**src/rtl/bp_dma_link_arbiter.sv**
```systemverilog
// Wormhole-packet-aware round-robin arbiter sharing one DMA ready_and link among els_p requesters.
// Define BP_DMA_LINK_ARB_PERF_EN to add saturating per-requester completed-packet counters.
`ifndef BSG_SAFE_CLOG2
`define BSG_SAFE_CLOG2(x) (((x) == 1) ? 1 : $clog2(x))
`endif

module bp_dma_link_arbiter #(
   parameter int flit_width_p = 64,
   parameter int len_width_p  = 4,
   parameter int len_offset_p = 8,
   parameter int els_p        = 2
) (
   input  logic                              clk_i,
   input  logic                              reset_n_i,
   input  logic [els_p-1:0]                  v_i,
   input  logic [els_p*flit_width_p-1:0]     data_i,
   output logic [els_p-1:0]                  ready_and_o,
   output logic                              v_o,
   output logic [flit_width_p-1:0]           data_o,
   input  logic                              ready_and_i,
   output logic [`BSG_SAFE_CLOG2(els_p)-1:0] grant_id_o,
   output logic                              busy_o,
   output logic [els_p*32-1:0]               pkt_count_o
);
   localparam int id_w_lp = `BSG_SAFE_CLOG2(els_p);

   typedef enum logic [0:0] {IDLE = 1'b0, BURST = 1'b1} state_e;

   state_e                 state_q, state_d;
   logic [len_width_p-1:0] cnt_q, cnt_d;
   logic [id_w_lp-1:0]     last_q, last_d;
   logic [id_w_lp-1:0]     gnt_q, gnt_d;
   logic [id_w_lp-1:0]     arb_id_s;
   logic [id_w_lp-1:0]     grant_id_s;
   logic                   arb_found_s;
   logic [len_width_p-1:0] len_s;
   logic                   xfer_s;

   // Circular priority search starting just after the previous packet's grantee.
   always_comb begin
      arb_found_s = 1'b0;
      arb_id_s    = '0;
      for (int k = 1; k <= els_p; k++) begin
         if (!arb_found_s && v_i[id_w_lp'((int'(last_q) + k) % els_p)]) begin
            arb_found_s = 1'b1;
            arb_id_s    = id_w_lp'((int'(last_q) + k) % els_p);
         end else begin
            arb_found_s = arb_found_s;
            arb_id_s    = arb_id_s;
         end
      end
   end

   // Grant is frozen for the whole packet; the selected flit passes through combinationally.
   always_comb begin
      grant_id_s  = (state_q == BURST) ? gnt_q : arb_id_s;
      v_o         = 1'b0;
      data_o      = '0;
      ready_and_o = '0;
      for (int i = 0; i < els_p; i++) begin
         if (grant_id_s == id_w_lp'(i)) begin
            v_o            = v_i[i];
            data_o         = data_i[i*flit_width_p +: flit_width_p];
            ready_and_o[i] = ready_and_i;
         end else begin
            ready_and_o[i] = 1'b0;
         end
      end
   end

   assign grant_id_o = grant_id_s;
   assign busy_o     = (state_q == BURST);
   assign len_s      = data_o[len_offset_p +: len_width_p];
   assign xfer_s     = v_o & ready_and_i;

   // Packet tracking: the header length sets how many body flits keep the grant.
   always_comb begin
      state_d = state_q;
      cnt_d   = cnt_q;
      last_d  = last_q;
      gnt_d   = gnt_q;
      case (state_q)
         IDLE: begin
            if (xfer_s && (len_s == '0)) begin
               last_d = grant_id_s;
            end else if (xfer_s) begin
               state_d = BURST;
               gnt_d   = grant_id_s;
               cnt_d   = len_s;
            end else begin
               state_d = IDLE;
            end
         end
         BURST: begin
            if (xfer_s && (cnt_q == len_width_p'(1))) begin
               state_d = IDLE;
               last_d  = gnt_q;
               cnt_d   = '0;
            end else if (xfer_s) begin
               cnt_d = cnt_q - len_width_p'(1);
            end else begin
               cnt_d = cnt_q;
            end
         end
         default: begin
            state_d = IDLE;
         end
      endcase
   end

   // State registers; last_q starts at the top index so requester 0 wins first.
   always_ff @(posedge clk_i or negedge reset_n_i) begin
      if (!reset_n_i) begin
         state_q <= IDLE;
         cnt_q   <= '0;
         last_q  <= id_w_lp'(els_p - 1);
         gnt_q   <= '0;
      end else begin
         state_q <= state_d;
         cnt_q   <= cnt_d;
         last_q  <= last_d;
         gnt_q   <= gnt_d;
      end
   end

`ifdef BP_DMA_LINK_ARB_PERF_EN
   logic [els_p-1:0][31:0] pkt_cnt_q;
   logic                   pkt_done_s;

   assign pkt_done_s = xfer_s & (((state_q == IDLE) & (len_s == '0)) |
                                 ((state_q == BURST) & (cnt_q == len_width_p'(1))));

   // Saturating completed-packet counters, credited to the packet's grantee.
   always_ff @(posedge clk_i or negedge reset_n_i) begin
      if (!reset_n_i) begin
         pkt_cnt_q <= '0;
      end else begin
         for (int i = 0; i < els_p; i++) begin
            if (pkt_done_s && (grant_id_s == id_w_lp'(i)) && (pkt_cnt_q[i] != 32'hFFFF_FFFF)) begin
               pkt_cnt_q[i] <= pkt_cnt_q[i] + 32'd1;
            end else begin
               pkt_cnt_q[i] <= pkt_cnt_q[i];
            end
         end
      end
   end

   assign pkt_count_o = pkt_cnt_q;
`else
   assign pkt_count_o = '0;
`endif

endmodule

```
**config.mk**
```make
export PLATFORM = sky130hd
export DESIGN_NAME = bp_dma_link_arbiter
export DESIGN_NICKNAME = d
export VERILOG_FILES = /design/src/rtl/bp_dma_link_arbiter.sv
export SDC_FILE = /design/constraint.sdc
export NUM_CORES = 1
export LEC_CHECK = 0
export ABC_AREA = 0
export CAP_MARGIN = 20
export CORE_AREA = 2 2 103 105
export CTS_BUF_LIST = sky130_fd_sc_hd__clkbuf_4 sky130_fd_sc_hd__clkbuf_8 sky130_fd_sc_hd__clkbuf_16
export DETAILED_ROUTE_END_ITERATION = 10
export DIE_AREA = 0 0 105 107
export PLACE_DENSITY_LB_ADDON = 0.1
export RECOVER_POWER = 100
export SLEW_MARGIN = 20
export SYNTH_ARGS = -nofsm -noshare
export SYNTH_HDL_FRONTEND = slang
export SYNTH_SLANG_ARGS = --single-unit
```
**constraint.sdc**
```tcl
create_clock -name clk_i -period 1.8 [get_ports clk_i]
set_input_delay 0.27 -clock clk_i [delete_from_list [all_inputs] [get_ports clk_i]]
set_output_delay 0.27 -clock clk_i [all_outputs]
set_load 0.02 [all_outputs]
```
==> impl_metrics.prom <==
# TYPE chip_impl_metric gauge
chip_impl_metric{name="power_per_unit_of_standard_cell_area",unit="mW/mm²"} 1250
chip_impl_metric{name="yosys_register_bits",unit=""} 7
chip_impl_metric{name="finish_stage_setup_viols",unit=""} 66
chip_impl_metric{name="cts_sink_count",unit=""} 7
chip_impl_metric{name="rows",unit=""} 37
chip_impl_metric{name="synth-async-reset-ratio",unit="%"} 100
chip_impl_info{name="cts_root_buf",value="sky130_fd_sc_hd__clkbuf_8"} 1
chip_impl_metric{name="cp_data_required_time",unit="ns"} 1.53
chip_impl_metric{name="synthToLayoutAreaGrowth",unit="%"} 133
chip_impl_info{name="yosysTopAreaCell",value="sky130_fd_sc_hd__nand2_1"} 1
chip_impl_metric{name="hold_buffers",unit=""} 0
chip_impl_info{name="crit_slowest_cell",value="sky130_fd_sc_hd__dfstp_2"} 1
chip_impl_info{name="cell_seen_most_often_among_critical_path_stages",value="sky130_fd_sc_hd__buf_12"} 1
chip_impl_metric{name="power.internal",unit="W"} 0.00290
chip_impl_metric{name="post_route_cells_drive_above_1_share",unit="%"} 30.6
chip_impl_metric{name="timing.clock.skew",unit="ns"} 0.00195
chip_impl_info{name="r2r_startpoint",value="last_q"} 1
chip_impl_info{name="worst_hold_path_type",value="in -> async"} 1
chip_impl_metric{name="rrSetupSlack",unit="ns"} 0.03
chip_impl_metric{name="nFillCells",unit=""} 1033
chip_impl_metric{name="seq_area_frac_synth",unit="%"} 9.07
chip_impl_metric{name="warnings_synthesis",unit=""} 0
chip_impl_metric{name="total_global_routing_overflow",unit=""} 0
chip_impl_metric{name="floorplan_core_area",unit="mm²"} 0.0101
chip_impl_metric{name="r2r.worst_path.cells",unit=""} 7
chip_impl_metric{name="dp_hpwl",unit="mm"} 7.22
chip_impl_metric{name="cts-root-to-sink-buffers",unit=""} 2
chip_impl_metric{name="final_power",unit="W"} 0.00568
chip_impl_metric{name="detailed_route_iter0_violations",unit=""} 105
chip_impl_metric{name="placedInstanceArea",unit="mm²"} 0.00407
chip_impl_metric{name="routed-via-count",unit=""} 2754
chip_impl_metric{name="netSwitchingPower",unit="W"} 0.00278
chip_impl_metric{name="post_drt_wl_per_cell",unit="µm"} 13.2
chip_impl_info{name="tritoncts",value="yes"} 1
chip_impl_metric{name="finalWirelength",unit="mm"} 9.32
chip_impl_metric{name="die_height",unit="µm"} 107
chip_impl_metric{name="post_drt_via_cell_ratio",unit=""} 3.89
chip_impl_metric{name="timing.final.max_slew_violations",unit=""} 0
chip_impl_metric{name="synth_top_cell_area_share",unit="%"} 38.2
chip_impl_info{name="worstReg2RegEnd",value="cnt_q[0]"} 1
chip_impl_info{name="most_area_consuming_cells_after_synthesis",value="sky130_fd_sc_hd__nand2_1 (38%), sky130_fd_sc_hd__buf_4 (27%), sky130_fd_sc_hd__dfrtp_1 (7.7%)"} 1
chip_impl_metric{name="crit_arrival",unit="ns"} 1.62
chip_impl_metric{name="ant_diodes",unit=""} 0
chip_impl_metric{name="starting_density",unit="%"} 19.3
chip_impl_info{name="failed_checks",value="setup timing"} 1
chip_impl_metric{name="path_clk_slew",unit="ns"} 0.04
chip_impl_metric{name="max_capacitance_violation_total",unit=""} 0
chip_impl_metric{name="grt_start_max_net_pins",unit=""} 21
chip_impl_metric{name="number_of_global_route_vias_before_repair",unit=""} 2475
chip_impl_metric{name="switching_share",unit="%"} 48.9
chip_impl_metric{name="power_frac_clock",unit="%"} 4.2
chip_impl_info{name="timing.critical_path.cells",value="nand2b_4, o21a_4, buf_12, buf_12, and2_4, buf_6"} 1
chip_impl_metric{name="hold_viol_final",unit=""} 0
chip_impl_metric{name="detail_route.drc_violations",unit=""} 0
chip_impl_metric{name="finalInstanceArea",unit="mm²"} 0.00453
chip_impl_metric{name="post-route-min-period",unit="ns"} 1.89
chip_impl_metric{name="synth-edff-count",unit=""} 0
chip_impl_metric{name="multi_input_comb_area",unit="mm²"} 0.00161
chip_impl_metric{name="share_seq_of_total_power",unit="%"} 5.0
chip_impl_metric{name="h-tree-depth",unit=""} 1
chip_impl_metric{name="drt_pre_antenna_iters",unit=""} 4
chip_impl_info{name="run_status",value="finished, violations left"} 1
chip_impl_info{name="critical_path.startpoint_type",value="flop"} 1
chip_impl_metric{name="cts_buffers",unit=""} 3
chip_impl_metric{name="num-nets-final",unit=""} 708
chip_impl_metric{name="clkLatencyLatePin",unit="ns"} 0.23
chip_impl_metric{name="final_core_utilization",unit="%"} 44.9
chip_impl_info{name="grt_setup_unrepaired",value="yes"} 1
chip_impl_info{name="path_class",value="reg -> out"} 1
chip_impl_metric{name="io_buffers",unit=""} 201
chip_impl_metric{name="vdd_ir_drop_max",unit="µV"} 771
chip_impl_metric{name="antenna_violations_before_repair",unit=""} 0
chip_impl_metric{name="synth_area",unit="mm²"} 0.00194
chip_impl_metric{name="post_route_fraction_of_the_period_consumed_by_the_critical_path",unit="%"} 105
chip_impl_info{name="setup.worst_path.end_class",value="output pin"} 1
chip_impl_metric{name="die_w",unit="µm"} 105
chip_impl_metric{name="synth_cells",unit=""} 347
chip_impl_metric{name="leakage",unit="nW"} 2.30
chip_impl_metric{name="yosysUniqueCellTypes",unit=""} 37
chip_impl_metric{name="floorplan.io_pins",unit=""} 266
chip_impl_info{name="ys_dominant_reg_cell",value="sky130_fd_sc_hd__dfrtp_1"} 1
chip_impl_metric{name="cp_max_fo",unit=""} 8
chip_impl_metric{name="combinationalPowerShare",unit="%"} 90.8
chip_impl_metric{name="worst_path_largest_cell_delay",unit="ns"} 0.52
chip_impl_metric{name="gp_congestion",unit=""} 0.810
chip_impl_metric{name="design.die.area",unit="mm²"} 0.0112
chip_impl_metric{name="grt_first_pass_wirelength",unit="mm"} 13.1
chip_impl_metric{name="grt_util_all_layers",unit="%"} 14.3
chip_impl_metric{name="regArea",unit="µm²"} 176
chip_impl_metric{name="layout_setup_ws",unit="ns"} -0.0924
chip_impl_metric{name="drt.antenna.violating_nets",unit=""} 0
chip_impl_metric{name="max_freq",unit="MHz"} 528
chip_impl_metric{name="avgSynthCellArea",unit="µm²"} 5.60
-- synth_stat cells (all sizes together) (2+ instances only) --
cell / instances
nor4: 2
ha: 2
a21o: 2
nand3b: 2
mux2: 2
nor2: 7
o21ai: 3
inv: 6
a21oi: 2
dfrtp: 6
buf: 81
and2: 2
o311ai: 2
or3: 2
o22ai: 2
mux2i: 3
nor3: 4
o21a: 3
nand3: 4
o31ai: 2
nand2: 198
-- stage by stage --
stage | hold slack [ns] | cells | setup TNS, ns | setup WS (ns)
3_5_place_dp | 0.511 | 696 | -41.17 | -0.628
4_1_cts | 0.330 | 704 | -4.29 | -0.0952
6_report | 0.401 | 708 | -4.05 | -0.0924
5_1_grt | 0.426 | 708 | -8.56 | -0.147
2_1_floorplan | -0.0256 | 410 | 0 | 0.0751
3_3_place_gp | 0.511 | 696 | -39.84 | -0.616
-- worst max path at each step --
stage	start	end	slack, ns	depth (start not counted)
6_report	last_q	ready_and_o[0]	-0.09	6
5_1_grt	last_q	data_o[37]	-0.15	7
4_1_cts	last_q	ready_and_o[0]	-0.1	6
3_5_place_dp	v_i[0]	data_o[49]	-0.63	8
3_3_place_gp	v_i[0]	data_o[26]	-0.62	8
2_1_floorplan	busy_o	data_o[11]	0.08	7
-- power by group through the flow --
stage               Combinational [W]  Clock, W  Sequential [W]
floorplan                     0.00235         0        0.000286
global placement              0.00434         0        0.000285
detailed placement            0.00435         0        0.000284
CTS                           0.00471  0.000249        0.000283
global route                  0.00553  0.000256        0.000296
finish                        0.00516  0.000239        0.000283
-- layer usage --
metal	routed length, µm	track usage, %
met5	0	0
met4	57	1.52
met3	644	3.59
met2	4920	26.9
met1	3700	17.0
-- worst max-delay path: cells and delay by family (launching register included) --
family | cells | cell delay [ns]
AOI/OAI and AO/OA | 1 | 0.19
buffers and inverters | 3 | 0.42
DFF | 1 | 0.52
and+or+nand+nor | 2 | 0.26
-- cells in the final DEF, fill, tap and decap left out, drive strengths merged, types with 2 or more instances in the layout --
| cell type | Yosys | routed |
|---|---|---|
| nand3b | 2 | 2 |
| nand3 | 4 | 4 |
| ha | 2 | 2 |
| mux2 | 2 | 2 |
| o21a | 3 | 3 |
| nand2 | 198 | 198 |
| o311ai | 2 | 2 |
| a21oi | 2 | 2 |
| nor3 | 4 | 4 |
| or3 | 2 | 2 |
| conb | 1 | 64 |
| dfrtp | 6 | 6 |
| clkdlybuf4s50 | 0 | 130 |
| clkbuf | 0 | 10 |
| o21ai | 3 | 3 |
| mux2i | 3 | 3 |
| inv | 6 | 6 |
| buf | 81 | 101 |
| a21o | 2 | 2 |
| and2 | 2 | 2 |
| o31ai | 2 | 2 |
| nor4 | 2 | 2 |
| nor2 | 7 | 7 |
| o22ai | 2 | 2 |
-- registers in the layout, indices dropped and copies added, names as in the netlist --
name	count
last_q	1
gnt_q	1
cnt_q	4
busy_o	1
-- timing repair --
item | in CTS | in global routing
endpoints found under the setup margin | 70 | 71
gates cloned | 2 | 4
setup buffers | 2 | 0
resized for setup | 392 | 72
pin swaps | 1 | 35
endpoints found under the hold margin | 0 | 0
-- cell families after synthesis --
group	synth area share (%)
flip-flops	9.07
other	0.193
multiplexers	3.35
buffers and inverters	30.9
AO/OA/AOI/OAI	8.24
AND/OR/NAND/NOR	47.0
adder cells (fa/ha/maj)	1.29
-- final cells by class --
type	count	area share, %
Multi-Input combinational cell	316	35.4
Timing Repair Buffer	239	55.2
Inverter	6	0.607
Sequential cell	7	3.89
Tap cell	136	3.75
Clock buffer	4	1.08
(Power assumes the default switching activity.)
